===== config.mk =====
export PLATFORM = sky130hd
export DESIGN_NAME = aes_pipeline_stage2
export DESIGN_NICKNAME = d
export VERILOG_FILES = /design/src/rtl/aes_pipeline_stage2.sv
export SDC_FILE = /design/constraint.sdc
export NUM_CORES = 1
export LEC_CHECK = 0
export BUFFER_PORTS_ARGS = -buffer_cell sky130_fd_sc_hd__buf_4
export CAP_MARGIN = 10
export CORE_AREA = 4 4 487 489
export DETAILED_ROUTE_END_ITERATION = 16
export DIE_AREA = 0 0 491 493
export SLEW_MARGIN = 5
export SYNTH_ARGS = -nofsm -noshare
export SYNTH_HDL_FRONTEND = slang
export SYNTH_SLANG_ARGS = --single-unit

===== constraint.sdc =====
create_clock -name clk -period 4 [get_ports clk]
set_input_delay 0.6 -clock clk [delete_from_list [all_inputs] [get_ports clk]]
set_output_delay 0.6 -clock clk [all_outputs]
set_load 0.02 [all_outputs]

===== src/rtl/aes_pipeline_stage2.sv =====
// AES-GCM stage 2: builds IV||inc32 counter blocks, J0, AAD stream and the
// closing length block, and checks the stage-1 phase ordering of each instance.
module aes_pipeline_stage2 #(
  parameter int unsigned CTR_BASE      = 2,
  parameter int unsigned INVALID_COUNT = 100000
) (
  input  logic         clk,
  input  logic         rst_n,
  input  logic [127:0] i_counter,
  input  logic [2:0]   i_phase,
  input  logic [127:0] i_plain_text,
  input  logic [127:0] i_aad,
  input  logic [95:0]  i_iv,
  input  logic [127:0] i_instance_size,
  input  logic         i_new_instance,
  input  logic         i_pt_instance,
  output logic [127:0] o_counter_block,
  output logic [127:0] o_text_block,
  output logic         o_aes_valid,
  output logic         o_first_text,
  output logic         o_last_text,
  output logic [127:0] o_ghash_data,
  output logic         o_ghash_valid,
  output logic [127:0] o_j0_block,
  output logic         o_j0_valid,
  output logic [127:0] o_len_block,
  output logic         o_len_valid,
  output logic         o_pt_instance,
  output logic         o_busy,
  output logic         o_err
);

  localparam int unsigned BLK_W = 128;
  localparam int unsigned IV_W  = 96;
  localparam int unsigned CTR_W = 32;
  localparam int unsigned LEN_W = 64;

  localparam logic [1:0] ST_IDLE = 2'd0;
  localparam logic [1:0] ST_AAD  = 2'd1;
  localparam logic [1:0] ST_TEXT = 2'd2;
  localparam logic [1:0] ST_LEN  = 2'd3;

  localparam logic [2:0] PH_FIRST = 3'b000;
  localparam logic [2:0] PH_MID   = 3'b001;
  localparam logic [2:0] PH_AAD   = 3'b010;
  localparam logic [2:0] PH_LAST  = 3'b011;
  localparam logic [2:0] PH_ONLY  = 3'b111;
  localparam logic [2:0] PH_INV   = 3'b100;

  logic [1:0]       state_q, state_d;
  logic [IV_W-1:0]  iv_q, iv_d;
  logic [LEN_W-1:0] aad_bits_q, aad_bits_d;
  logic [LEN_W-1:0] pt_bits_q, pt_bits_d;
  logic [CTR_W-1:0] aad_blocks_q, aad_blocks_d;

  logic [BLK_W-1:0] counter_block_d, text_block_d, ghash_data_d, j0_block_d, len_block_d;
  logic             aes_valid_d, first_text_d, last_text_d, ghash_valid_d;
  logic             j0_valid_d, len_valid_d, err_d;

  logic [2:0]       phase_eff;
  logic [LEN_W-1:0] size_aad, size_pt;
  logic             start_ok, start_has_aad;
  logic [CTR_W-1:0] ctr_value;
  logic             text_hit;

  // The idle sentinel counter overrides whatever phase stage 1 reports.
  assign phase_eff     = (i_counter == BLK_W'(INVALID_COUNT)) ? PH_INV : i_phase;
  assign size_aad      = i_instance_size[127:64];
  assign size_pt       = i_instance_size[63:0];
  assign start_ok      = (size_pt != '0) && (size_aad[6:0] == 7'd0) && (size_pt[6:0] == 7'd0);
  assign start_has_aad = (size_aad[LEN_W-1:7] != '0);
  assign ctr_value     = CTR_W'(i_counter[CTR_W-1:0] - aad_blocks_q + CTR_W'(CTR_BASE));

  // Sequencer state and latched instance fields.
  always_ff @(posedge clk or negedge rst_n) begin
    if (!rst_n) begin
      state_q      <= ST_IDLE;
      iv_q         <= '0;
      aad_bits_q   <= '0;
      pt_bits_q    <= '0;
      aad_blocks_q <= '0;
    end else begin
      state_q      <= state_d;
      iv_q         <= iv_d;
      aad_bits_q   <= aad_bits_d;
      pt_bits_q    <= pt_bits_d;
      aad_blocks_q <= aad_blocks_d;
    end
  end

  // Next state and next output values; data words hold unless their strobe fires.
  always_comb begin
    state_d         = state_q;
    iv_d            = iv_q;
    aad_bits_d      = aad_bits_q;
    pt_bits_d       = pt_bits_q;
    aad_blocks_d    = aad_blocks_q;
    counter_block_d = o_counter_block;
    text_block_d    = o_text_block;
    ghash_data_d    = o_ghash_data;
    j0_block_d      = o_j0_block;
    len_block_d     = o_len_block;
    aes_valid_d     = 1'b0;
    first_text_d    = 1'b0;
    last_text_d     = 1'b0;
    ghash_valid_d   = 1'b0;
    j0_valid_d      = 1'b0;
    len_valid_d     = 1'b0;
    err_d           = 1'b0;
    text_hit        = 1'b0;

    if (i_new_instance) begin
      // A start while busy aborts the running instance.
      err_d   = (state_q != ST_IDLE) || !start_ok;
      state_d = ST_IDLE;
      if (start_ok) begin
        iv_d         = i_iv;
        aad_bits_d   = size_aad;
        pt_bits_d    = size_pt;
        aad_blocks_d = size_aad[CTR_W+6:7];
        j0_valid_d   = 1'b1;
        j0_block_d   = {i_iv, CTR_W'(1)};
        state_d      = start_has_aad ? ST_AAD : ST_TEXT;
      end
    end else begin
      case (state_q)
        ST_AAD: begin
          case (phase_eff)
            PH_AAD: begin
              ghash_valid_d = 1'b1;
              ghash_data_d  = i_aad;
            end
            PH_FIRST, PH_ONLY: text_hit = 1'b1;
            default: begin
              err_d   = 1'b1;
              state_d = ST_IDLE;
            end
          endcase
        end
        ST_TEXT: begin
          case (phase_eff)
            PH_FIRST, PH_MID, PH_LAST, PH_ONLY: text_hit = 1'b1;
            default: begin
              err_d   = 1'b1;
              state_d = ST_IDLE;
            end
          endcase
        end
        ST_LEN: begin
          len_valid_d = 1'b1;
          len_block_d = {aad_bits_q, pt_bits_q};
          state_d     = ST_IDLE;
        end
        default: ;
      endcase

      if (text_hit) begin
        aes_valid_d     = 1'b1;
        text_block_d    = i_plain_text;
        counter_block_d = {iv_q, ctr_value};
        first_text_d    = (phase_eff == PH_FIRST) || (phase_eff == PH_ONLY);
        last_text_d     = (phase_eff == PH_LAST) || (phase_eff == PH_ONLY);
        state_d         = last_text_d ? ST_LEN : ST_TEXT;
      end
    end
  end

  // Output registers.
  always_ff @(posedge clk or negedge rst_n) begin
    if (!rst_n) begin
      o_counter_block <= '0;
      o_text_block    <= '0;
      o_aes_valid     <= 1'b0;
      o_first_text    <= 1'b0;
      o_last_text     <= 1'b0;
      o_ghash_data    <= '0;
      o_ghash_valid   <= 1'b0;
      o_j0_block      <= '0;
      o_j0_valid      <= 1'b0;
      o_len_block     <= '0;
      o_len_valid     <= 1'b0;
      o_pt_instance   <= 1'b0;
      o_busy          <= 1'b0;
      o_err           <= 1'b0;
    end else begin
      o_counter_block <= counter_block_d;
      o_text_block    <= text_block_d;
      o_aes_valid     <= aes_valid_d;
      o_first_text    <= first_text_d;
      o_last_text     <= last_text_d;
      o_ghash_data    <= ghash_data_d;
      o_ghash_valid   <= ghash_valid_d;
      o_j0_block      <= j0_block_d;
      o_j0_valid      <= j0_valid_d;
      o_len_block     <= len_block_d;
      o_len_valid     <= len_valid_d;
      o_pt_instance   <= i_pt_instance;
      o_busy          <= (state_d != ST_IDLE);
      o_err           <= err_d;
    end
  end

endmodule


Word level (Yosys, flattened, before mapping)
Cells that the tools add are included.

$mul: 0. Multiplexer cells: 30. Bitwise operators: 1. Shift-type cells: 0. Divide/modulo/power cells: 0. Equal/unequal tests: 8. Reduce and logical (&&, ||, !) cells: 20. $add $sub $neg: 2. Magnitude comparators: 0.

Operator list (count): 128-bit by 17-bit equality test with 1-bit output (second input constant) (1); 64-bit nonzero test (1); 57-bit nonzero test (1); 32-bit by 2-bit adder with 32-bit output (second input constant) (1); 32-bit subtractor (1); 1-bit 2-to-1 mux (20); 7-bit zero test (2); 2-bit 2-to-1 mux (6); 3-bit by 2-bit equality test with 1-bit output (second input constant) (2); 2-bit case mux with 3 select lines (1); 2-bit AND reduction (3); 2-bit equality test (second input constant) (2); 1-bit case mux with 2 select lines (2); 2-bit nonzero test (2); 4-bit OR reduction (1); 3-bit by 1-bit equality test with 1-bit output (second input constant) (1); 3-bit equality test (second input constant) (1); 3-bit zero test (1); 1-bit logical OR (3); 3-bit 2-to-1 mux (1); 3-bit AND reduction (1); 3-bit OR reduction (1); 2-bit by 1-bit equality test with 1-bit output (second input constant) (1); 1-bit logical AND (2); 3 further kinds (3).

ROM bits: 0. Input port bits: 615. Output and inout port bits: 649. RAM bits: 0. Bits in latches: 0. Word-level logic and storage cells: 80. Memories: 0. Register bits: 876.

Logic depth before layout (Yosys ltp)
Gate-level depths: netlist of the first run.

Depth in word-level cells: 10. Gate-level depth with buffers: 15. Depth with buffers taken out: 15.

Least setup slack after synthesis of the first run
Ideal clock, no wire load.

Path kind: input -> register. Start: input i_counter[1]. End: register o_counter_block[27]. Buffers on the path: 0. Cell stages on the path: 15. Slack: 751 ps. Data required time: 3865 ps. Arrival time: 3114 ps. Library setup time: 135 ps. Cell sequence: inv_1 > ha_1 > inv_1 > ha_1 > inv_1 > fa_1 > nor2b_1 > o2111ai_1 > nand3b_1 > nand2_1 > o2111ai_1 > a311oi_1 > o31ai_1 > mux2i_1 > o311ai_1.

Word-level cells in the longest chain between the ends: 8. Elaborated cells between the ends (all ways): 15. Those cells by class: 2 x add/sub; 4 x eq/ne; 5 x mux; 4 x reduce/logical.

Ends and longest elaborated chain: from (decl) (line 9) `input logic [127:0] i_counter,`; branches (longest 8 deep; another with 32-bit subtractor); to (signal assigned) (line 186) `o_counter_block <= counter_block_d;`; to (decl) (line 17) `output logic [127:0] o_counter_block,`.

Several ways; the timed one is not identified. The select of a mux whose other input is x is not followed. A chain may end at the register's enable or synchronous reset.

==> results of run 1 <==
-- final timing paths --
kind	startpoint	endpoint	slack, ns	cells after the start
worst max-delay path	aad_bits_q[8]$_DFFE_PN0P_	o_counter_block[27]$_DFFE_PN0P_	0.36	14
worst min-delay path	i_iv[33]	iv_q[33]$_DFFE_PN0P_	0.10	2
worst max register to register	aad_bits_q[8]$_DFFE_PN0P_	o_counter_block[27]$_DFFE_PN0P_	0.36	14
worst min register to register	pt_bits_q[4]$_DFFE_PN0P_	o_len_block[4]$_DFFE_PN0P_	0.46	2
max in group asynchronous	rst_n	iv_q[26]$_DFFE_PN0P_	2.26	3
min in group asynchronous	rst_n	pt_bits_q[55]$_DFFE_PN0P_	0.59	2
-- synth_stat cells, types with 3 or more instances --
master and count:
a21o_1 12, xnor2_1 17, nor3_1 7, or2_2 4
o21ai_0 101, nand4_1 14, inv_1 54, xor2_1 9
buf_2 37, ha_1 66, mux2_4 109, dfrtp_1 748
clkbuf_1 68, o21a_1 4, nand2_1 1084, nand3_1 11
buf_6 13, and2_1 3, nor2_1 23, a41oi_1 3
buf_4 41, nor4_1 57, nor4b_1 5, a21oi_1 37
nor2b_1 16, mux2_2 100, o21ai_1 3, mux2_1 100
o31ai_1 5, o21bai_1 5, nand2b_1 5, a31oi_1 3
-- through the flow --
stage / power (mW) / cells / utilization / area [um^2] / worst slack [ns]
after global routing: 18.3 / 7310 / 0.208 / 48400 / 0.0193
after CTS: 18.0 / 7306 / 0.208 / 48400 / 0.239
after detailed placement: 8.67 / 7038 / 0.190 / 44100 / 0.182
after global placement: 8.66 / 7038 / 0.190 / 44100 / 0.163
final: 17.6 / 7316 / 0.208 / 48400 / 0.362
after floorplan: 7.86 / 2832 / - / 31100 / 0.751
-- registers in the layout, summed over array words and instances, names as in the netlist, 2 cells and up --
signal,flops
pt_bits_q,64
o_counter_block,128
o_ghash_data,128
aad_bits_q,64
o_text_block,128
o_len_block,128
state_q,2
iv_q,96
-- timing repair --
item | in CTS | in global routing
hold buffers | 92 | 0
hold endpoints to repair | 128 | 0
setup endpoints to repair | 0 | 0
-- power breakdown --
part,internal (mW),total (mW),switching [mW],leakage [nW]
clock network,5.33,9.02,3.69,1.60
logic,0.524,1.03,0.506,13.7
registers,7.57,7.58,0.00270,10.3
total,13.4,17.6,4.20,25.6
-- worst max-delay path: cells and delay by family (launching register included) --
family                     cells  cell delay (ns)
DFF                            1             0.54
and+or+nand+nor                3             0.46
muxes                          1             0.22
buffers and inverters          2             0.15
adders and majority gates      3             0.94
AOI/OAI and AO/OA              5             1.18
-- layout make-up --
class | instances | area, um^2 | share of cell area
diodes | 10 | 25.0 | 0.000517
clock buffers | 134 | 2770 | 0.0572
clock inverters | 42 | 556 | 0.0115
inverters | 56 | 220 | 0.00455
multi-input cells | 1869 | 11300 | 0.233
flip-flops and latches | 748 | 18700 | 0.387
well taps | 3043 | 3810 | 0.0787
repair buffers | 1414 | 11000 | 0.227
-- logic make-up (layout without fill, tap and decap cells) --
kind of cell | after synthesis | in the layout | share of synthesized area
muxes | 310 | 310 | 0.126
other | 1 | 41 | 0.000121
xor gates and xnor gates | 26 | 26 | 0.00736
AOI/OAI and AO/OA | 192 | 192 | 0.0361
adders and majority gates | 67 | 67 | 0.0273
buffers and inverters | 215 | 1646 | 0.0357
and+or+nand+nor | 1243 | 1243 | 0.163
DFF | 748 | 748 | 0.605
-- per-layer routing --
metal  global-route usage  up-vias
met5                    0        -
met1                0.151    12800
met4               0.0426        2
met2                0.236     1179
li1                     -    11900
met3               0.0623      182
==> results.py, run 1 <==
metrics = {
    "status": {
        "outcome": "completed",
    },
    "sta": {
        "tns_ns": 0,
        "max_freq_ghz": 0.275,
        "slew_headroom": 0.332,
        "post-route-period-util": 0.909,
        "setup_viol_count_final": 0,
        "rsz0062_at_grt": "false",
        "fin_crit_ns": 3.64,
        "tightest_slew_ns": 1.00,
        "slew_violations": 0,
        "hold_violations": 0,
        "skew_ns": 0.0468,
        "whs_ns": 0.103,
    },
    "worst_setup_path": {
        "critical_path.max_fanout": 3,
        "cp_slowest_cell": "dfrtp_1",
        "critPathArrivalTime_ns": 4.18,
        "cp_data_required_time_ns": 4.54,
        "cpPeakStageDelay_ns": 0.54,
        "path_class": "reg -> reg",
        "path_cells": "ha_1 > inv_1 > ha_1 > inv_1 > fa_1 > nor2b_1 > o2111ai_1 > nand3b_1 > nand2_1 > o2111ai_1 > a311oi_1 > o31ai_1 > mux2i_1 > o311ai_1",
        "worst_setup_path_start_kind": "flip-flop",
        "end_kind": "flip-flop",
    },
    "synthesis": {
        "syn_inst": 2802,
        "synth_seq_cells": 748,
        "yosysWarnings": 0,
        "synthFlopType": "dfrtp_1",
        "synthArstFlopShare": 1.00,
        "synth.area.top_cells": "dfrtp_1, nand2_1, mux2_4",
        "synth.avg_cell_area_um2": 11.0,
        "synth_edf_count": 0,
        "ys_types": 58,
        "syn_area_mm2": 0.0309,
        "synth_top_cell_by_area": "dfrtp_1",
        "synth-seq-area-share": 0.605,
        "synth_top_area_frac": 0.605,
    },
    "global_route": {
        "grt_antenna_before_repair": 23,
        "grt_usage": 0.137,
        "grt_max_degree": 103,
        "grt_first_pass_wirelength_um": 233000,
        "grt-ovfl-total": 0,
        "grt_pass1_vias": 27500,
    },
    "cts": {
        "clock_latency_ns": 0.72,
        "cts.path.max_buffers": 3,
        "cts_setup_buffers": 0,
        "cts_tree": "yes",
        "cts_root_buf": "clkbuf_16",
        "h-tree-depth": 3,
        "post_cts_resized": 0,
        "cts_buffers": 96,
        "cts.sinks": 748,
        "cts.clk_slew.worst_paths_ns": 0.06,
    },
    "final_layout": {
        "nFillCells": 25400,
        "layout-drive-gt1-share": 0.401,
        "area_delta_synth_final_pct": 56.3,
        "final_cell_mix": "buf_4, nand2_1, dfrtp_1",
        "mostFrequentLayoutCell": "buf_4",
        "finalNetCount": 4867,
    },
    "floorplan": {
        "ios": 1264,
        "die_x_um": 491,
        "die_area_mm2": 0.242,
        "core_area_mm2": 0.232,
        "start_util": 0.133,
        "num_rows": 177,
        "die_h_um": 493,
    },
    "run": {
        "maxCapViolCount": 0,
    },
    "routing": {
        "viasPerCell": 3.57,
        "wire_per_inst_um": 23.7,
        "wl_met2_um": 84200,
        "routed-wl-met3_um": 18800,
        "wl_um": 173000,
        "drc": 0,
        "first_pass_iters": 8,
        "top_layer_used": "met5",
        "drt_iter0_drc": 1642,
        "met1Wirelength_um": 64700,
        "dr_total_vias": 26100,
        "antenna_left": 0,
    },
    "pwr": {
        "power_density_mw_per_mm2": 364,
        "p_leak_nw": 25.6,
        "ir_worst_vdd_mv": 0.311,
    },
    "placement": {
        "routabilityCongestion": 0.991,
        "portBuffers": 1232,
        "hpwl_um": 143000,
    },
    "worst_hold_path": {
        "hold_class": "in -> reg",
    },
}
(Power assumes the default switching activity.)
==> inputs of run 2 (changes only) <==
--- a/config.mk
+++ b/config.mk
@@ -7,9 +7,9 @@
 export LEC_CHECK = 0
 export BUFFER_PORTS_ARGS = -buffer_cell sky130_fd_sc_hd__buf_4
 export CAP_MARGIN = 10
-export CORE_AREA = 4 4 487 489
+export CORE_AREA = 10 10 479 481
 export DETAILED_ROUTE_END_ITERATION = 16
-export DIE_AREA = 0 0 491 493
+export DIE_AREA = 0 0 489 491
 export SLEW_MARGIN = 5
 export SYNTH_ARGS = -nofsm -noshare
 export SYNTH_HDL_FRONTEND = slang
==> results.py, run 2 (synthesized netlist as in run 1, its figures left out) <==
metrics = {
    "pwr": {
        "ir_worst_vdd_mv": 0.304,
        "power_density_mw_per_mm2": 365,
        "p_total_mw": 17.4,
        "p_leak_nw": 25.3,
    },
    "final_layout": {
        "instances_no_fill": 7077,
        "nFillCells": 23800,
        "multi_input_area_mm2": 0.0113,
        "seq_area_mm2": 0.0187,
        "final_area_mm2": 0.0475,
        "finalNetCount": 4802,
        "layout-drive-gt1-share": 0.405,
        "final_util": 0.217,
        "mostFrequentLayoutCell": "buf_4",
        "area_delta_synth_final_pct": 53.5,
        "final_cell_mix": "buf_4, nand2_1, dfrtp_1",
    },
    "global_route": {
        "grt-ovfl-total": 0,
        "grt_pass1_vias": 27500,
        "grt_antenna_before_repair": 38,
        "grt_usage": 0.144,
        "grt_first_pass_wirelength_um": 240000,
        "grt_max_degree": 92,
    },
    "worst_hold_path": {
        "hold_class": "in -> reg",
        "hold_depth": 3,
    },
    "sta": {
        "slew_headroom": 0.304,
        "post-route-period-util": 0.845,
        "hold_violations": 0,
        "slew_violations": 0,
        "rsz0062_at_grt": "false",
        "max_freq_ghz": 0.296,
        "skew_ns": 0.0263,
        "fin_crit_ns": 3.38,
        "tightest_slew_ns": 1.04,
        "tns_ns": 0,
        "setup_viol_count_final": 0,
    },
    "placement": {
        "dpl.cell_count": 6869,
        "hpwl_um": 152000,
        "portBuffers": 1232,
        "dpl-instance-area_mm2": 0.0440,
        "routabilityCongestion": 0.963,
    },
    "cts": {
        "cts.path.max_buffers": 3,
        "cts_tree": "yes",
        "postCtsHoldBufs": 28,
        "cts_buffers": 92,
        "cts.clk_slew.worst_paths_ns": 0.06,
        "post_cts_resized": 0,
        "h-tree-depth": 3,
        "cts_root_buf": "clkbuf_16",
        "clock_latency_ns": 0.72,
        "cts.sinks": 748,
        "cts_setup_buffers": 0,
    },
    "floorplan": {
        "start_util": 0.141,
        "die_area_mm2": 0.240,
        "die_h_um": 491,
        "core_area_mm2": 0.219,
        "ios": 1264,
        "die_x_um": 489,
        "num_rows": 172,
    },
    "routing": {
        "dr_total_vias": 26100,
        "drc": 0,
        "wl_um": 181000,
        "viasPerCell": 3.69,
        "antenna_left": 0,
        "wire_per_inst_um": 25.6,
        "drt_iter0_drc": 1401,
        "first_pass_iters": 6,
    },
    "worst_setup_path": {
        "cp_data_required_time_ns": 4.58,
        "worst_setup_path_start_kind": "flip-flop",
        "reg2reg_depth": 14,
        "critical_path.max_fanout": 3,
        "critPathArrivalTime_ns": 3.96,
        "path_class": "reg -> reg",
        "end_kind": "flip-flop",
    },
    "run": {
        "maxCapViolCount": 0,
    },
    "status": {
        "outcome": "completed",
    },
}
run 2: layout make-up:
type	count	share of cell area
multi-input combinational	1869	0.237
clock buffer	128	0.0555
timing repair buffer	1353	0.221
inverter	56	0.00463
antenna	13	0.000685
sequential	748	0.394
tap	2871	0.0756
clock inverter	39	0.0113
run 2: metrics by stage:
| stage | hold WS, ns | setup WS (ns) |
|---|---|---|
| final | 0.0847 | 0.621 |
| after global routing | 0.0150 | 0.324 |
| after CTS | 0.000168 | 0.605 |
| after detailed placement | 0.445 | 0.210 |
| after global placement | 0.443 | 0.0911 |
| after floorplan | 0.304 | 0.751 |
run 2: worst max-delay path, stage by stage, from the launching register on:
cell and delay (ns):
dfrtp_1 0.38, ha_1 0.27, inv_1 0.07, ha_1 0.19, inv_1 0.09, fa_1 0.46, nor2b_1 0.17, o2111ai_1 0.17
nand3b_1 0.17, nand2_1 0.10, o2111ai_1 0.29, a311oi_1 0.20, o31ai_1 0.35, mux2i_1 0.24, o311ai_1 0.11
run 2: routing by layer:
metal / GRT usage / vias up / share of wire
met5: 0 / - / 0.00031
met4: 0.0466 / 8 / 0.034
met3: 0.0737 / 207 / 0.12
met2: 0.243 / 1176 / 0.48
met1: 0.154 / 12900 / 0.37
li1: - / 11800 / -
run 2: worst paths after layout:
kind	start	to	slack, ns
max in group asynchronous	rst_n	o_counter_block[118]$_DFFE_PN0P_	2.30
min in group asynchronous	rst_n	o_len_block[118]$_DFFE_PN0P_	0.49
setup / recovery	aad_bits_q[8]$_DFFE_PN0P_	o_counter_block[27]$_DFFE_PN0P_	0.62
hold / removal	i_plain_text[73]	o_text_block[73]$_DFFE_PN0P_	0.08
setup reg to reg	aad_bits_q[8]$_DFFE_PN0P_	o_counter_block[27]$_DFFE_PN0P_	0.62
hold reg to reg	pt_bits_q[4]$_DFFE_PN0P_	o_len_block[4]$_DFFE_PN0P_	0.45
run 2: power by group:
group | switching, mW | internal [mW] | leakage (nW)
clock | 3.68 | 5.18 | 1.54
sequential | 0.00281 | 7.57 | 10.3
combinational | 0.457 | 0.480 | 13.5
total | 4.14 | 13.2 | 25.3
==> inputs of run 3 (changes only) <==
==> constraint.sdc (replaced) <==
create_clock -name clk -period 3.27 [get_ports clk]
set_input_delay 0.4905 -clock clk [delete_from_list [all_inputs] [get_ports clk]]
set_output_delay 0.4905 -clock clk [all_outputs]
set_load 0.02 [all_outputs]
==> results.py, run 3 (synthesized netlist as in run 1, its figures left out) <==
metrics = {
    "status": {
        "outcome": "completed",
    },
    "global_route": {
        "grt_usage": 0.149,
        "grt_max_degree": 158,
        "grt_pass1_vias": 30600,
        "grt_antenna_before_repair": 36,
        "grt-ovfl-total": 0,
        "grt_first_pass_wirelength_um": 255000,
    },
    "floorplan": {
        "die_h_um": 491,
        "num_rows": 172,
        "die_area_mm2": 0.240,
        "die_x_um": 489,
        "core_area_mm2": 0.219,
        "start_util": 0.141,
        "ios": 1264,
    },
    "worst_setup_path": {
        "worst_setup_path_start_kind": "flip-flop",
        "cp_data_required_time_ns": 3.84,
        "end_kind": "flip-flop",
        "critical_path.max_fanout": 2,
        "r2r_slack_ns": 0.17,
        "path_class": "reg -> reg",
        "critPathArrivalTime_ns": 3.67,
    },
    "final_layout": {
        "nFillCells": 23300,
        "mostFrequentLayoutCell": "buf_4",
        "final_util": 0.241,
        "final_cell_mix": "buf_4, nand2_1, dfrtp_1",
        "layout-drive-gt1-share": 0.384,
        "final_area_mm2": 0.0529,
        "finalNetCount": 5322,
        "instances_no_fill": 7599,
        "area_delta_synth_final_pct": 70.8,
    },
    "cts": {
        "cts.clk_slew.worst_paths_ns": 0.06,
        "cts_buffers": 95,
        "cts.path.max_buffers": 3,
        "cts.sinks": 748,
        "cts_tree": "yes",
        "cts_root_buf": "clkbuf_16",
        "clock_latency_ns": 0.73,
        "h-tree-depth": 3,
    },
    "routing": {
        "wire_per_inst_um": 24.7,
        "drt_iter0_drc": 1614,
        "antenna_left": 0,
        "viasPerCell": 3.71,
        "first_pass_iters": 5,
        "wl_um": 188000,
        "drc": 0,
        "dr_total_vias": 28200,
    },
    "placement": {
        "portBuffers": 1232,
        "routabilityCongestion": 0.938,
        "dpl-instance-area_mm2": 0.0449,
        "hpwl_um": 154000,
        "pre_cts_ws_ns": -0.364,
        "dpl.cell_count": 6953,
    },
    "sta": {
        "skew_ns": 0.0274,
        "fin_crit_ns": 3.10,
        "tns_ns": 0,
        "slew_violations": 0,
        "hold_violations": 0,
        "post-route-period-util": 0.948,
        "tightest_slew_ns": 0.755,
        "fin_ws_ns": 0.170,
        "slew_headroom": 0.497,
        "whs_ns": 0.0884,
        "setup_viol_count_final": 0,
        "max_freq_ghz": 0.323,
    },
    "pwr": {
        "p_total_mw": 22.0,
        "netSwitchingFraction": 0.241,
        "p_leak_nw": 27.6,
        "pwr-share-comb": 0.077,
        "power_density_mw_per_mm2": 416,
        "p_int_mw": 16.7,
        "pwr-share-seq": 0.422,
        "p_switching_mw": 5.29,
        "ir_worst_vdd_mv": 0.420,
        "power_frac_clock": 0.501,
    },
    "run": {
        "maxCapViolCount": 0,
    },
    "worst_hold_path": {
        "hold_class": "in -> reg",
    },
}
run 3: cell count changes in the layout (fill, tap and decap cells not counted), moves of 3 or more:
cell / before / now
buf_12: 21 / 42
clkbuf_16: 93 / 96
ha_1: 66 / 63
clkbuf_1: 17 / 22
clkinv_2: 9 / 6
dlygate4sd3_1: 28 / 454
buf_4: 1303 / 1373
inv_2: 0 / 3
inv_1: 54 / 51
run 3: routing by layer:
metal | vias to the layer above | global-route usage | wire length, um
met1 | 14000 | 0.170 | 73000
met3 | 217 | 0.0595 | 17900
met4 | 8 | 0.0378 | 5230
met5 | - | 0 | 41
met2 | 1134 | 0.259 | 91500
li1 | 12900 | - | -
run 3: final cells by class:
class | instances | area, um^2 | area share
clock inverters | 37 | 509 | 0.00963
inverters | 56 | 220 | 0.00417
multi-input cells | 1869 | 11400 | 0.215
repair buffers | 1870 | 15700 | 0.297
flip-flops and latches | 748 | 18700 | 0.354
diodes | 13 | 32.5 | 0.000615
well taps | 2871 | 3590 | 0.0679
clock buffers | 135 | 2720 | 0.0514
run 3: final timing paths:
path,from,endpoint,cells past startpoint
worst max-delay path,aad_bits_q[8]$_DFFE_PN0P_,o_counter_block[27]$_DFFE_PN0P_,15
worst min-delay path,i_instance_size[40],pt_bits_q[40]$_DFFE_PN0P_,2
worst max register to register,aad_bits_q[8]$_DFFE_PN0P_,o_counter_block[27]$_DFFE_PN0P_,15
worst min register to register,aad_bits_q[57]$_DFFE_PN0P_,o_len_block[121]$_DFFE_PN0P_,2
max in group asynchronous,rst_n,o_len_block[15]$_DFFE_PN0P_,3
min in group asynchronous,rst_n,aad_bits_q[7]$_DFFE_PN0P_,2
run 3: worst max-delay path, stage by stage, from the launching register on:
cell and delay [ns]:
dfrtp_1 0.38, ha_1 0.28, inv_1 0.07, ha_2 0.17, inv_1 0.05, fa_2 0.36
nor2b_4 0.14, o2111ai_2 0.16, nand3b_1 0.17, nand2_2 0.08, o2111ai_2 0.19, buf_4 0.15
a311oi_2 0.11, o31ai_1 0.31, mux2i_1 0.22, o311ai_1 0.11
run 3: what timing repair did:
item                                    4_1_cts  5_1_grt
gates cloned                                  0        0
endpoints found under the hold margin       484        0
hold buffers                                454        0
endpoints found under the setup margin        2       11
pin swaps                                     2        8
resized for setup                             4       16
setup buffers                                 2        5
run 3: power groups by stage:
stage | logic, mW | clock network [mW] | registers [mW]
finish | 1.69 | 11.0 | 9.27
global route | 1.81 | 11.8 | 9.26
CTS | 1.70 | 11.4 | 9.27
floorplan | 0.170 | 0 | 9.44
global placement | 1.15 | 0 | 9.43
detailed placement | 1.17 | 0 | 9.43
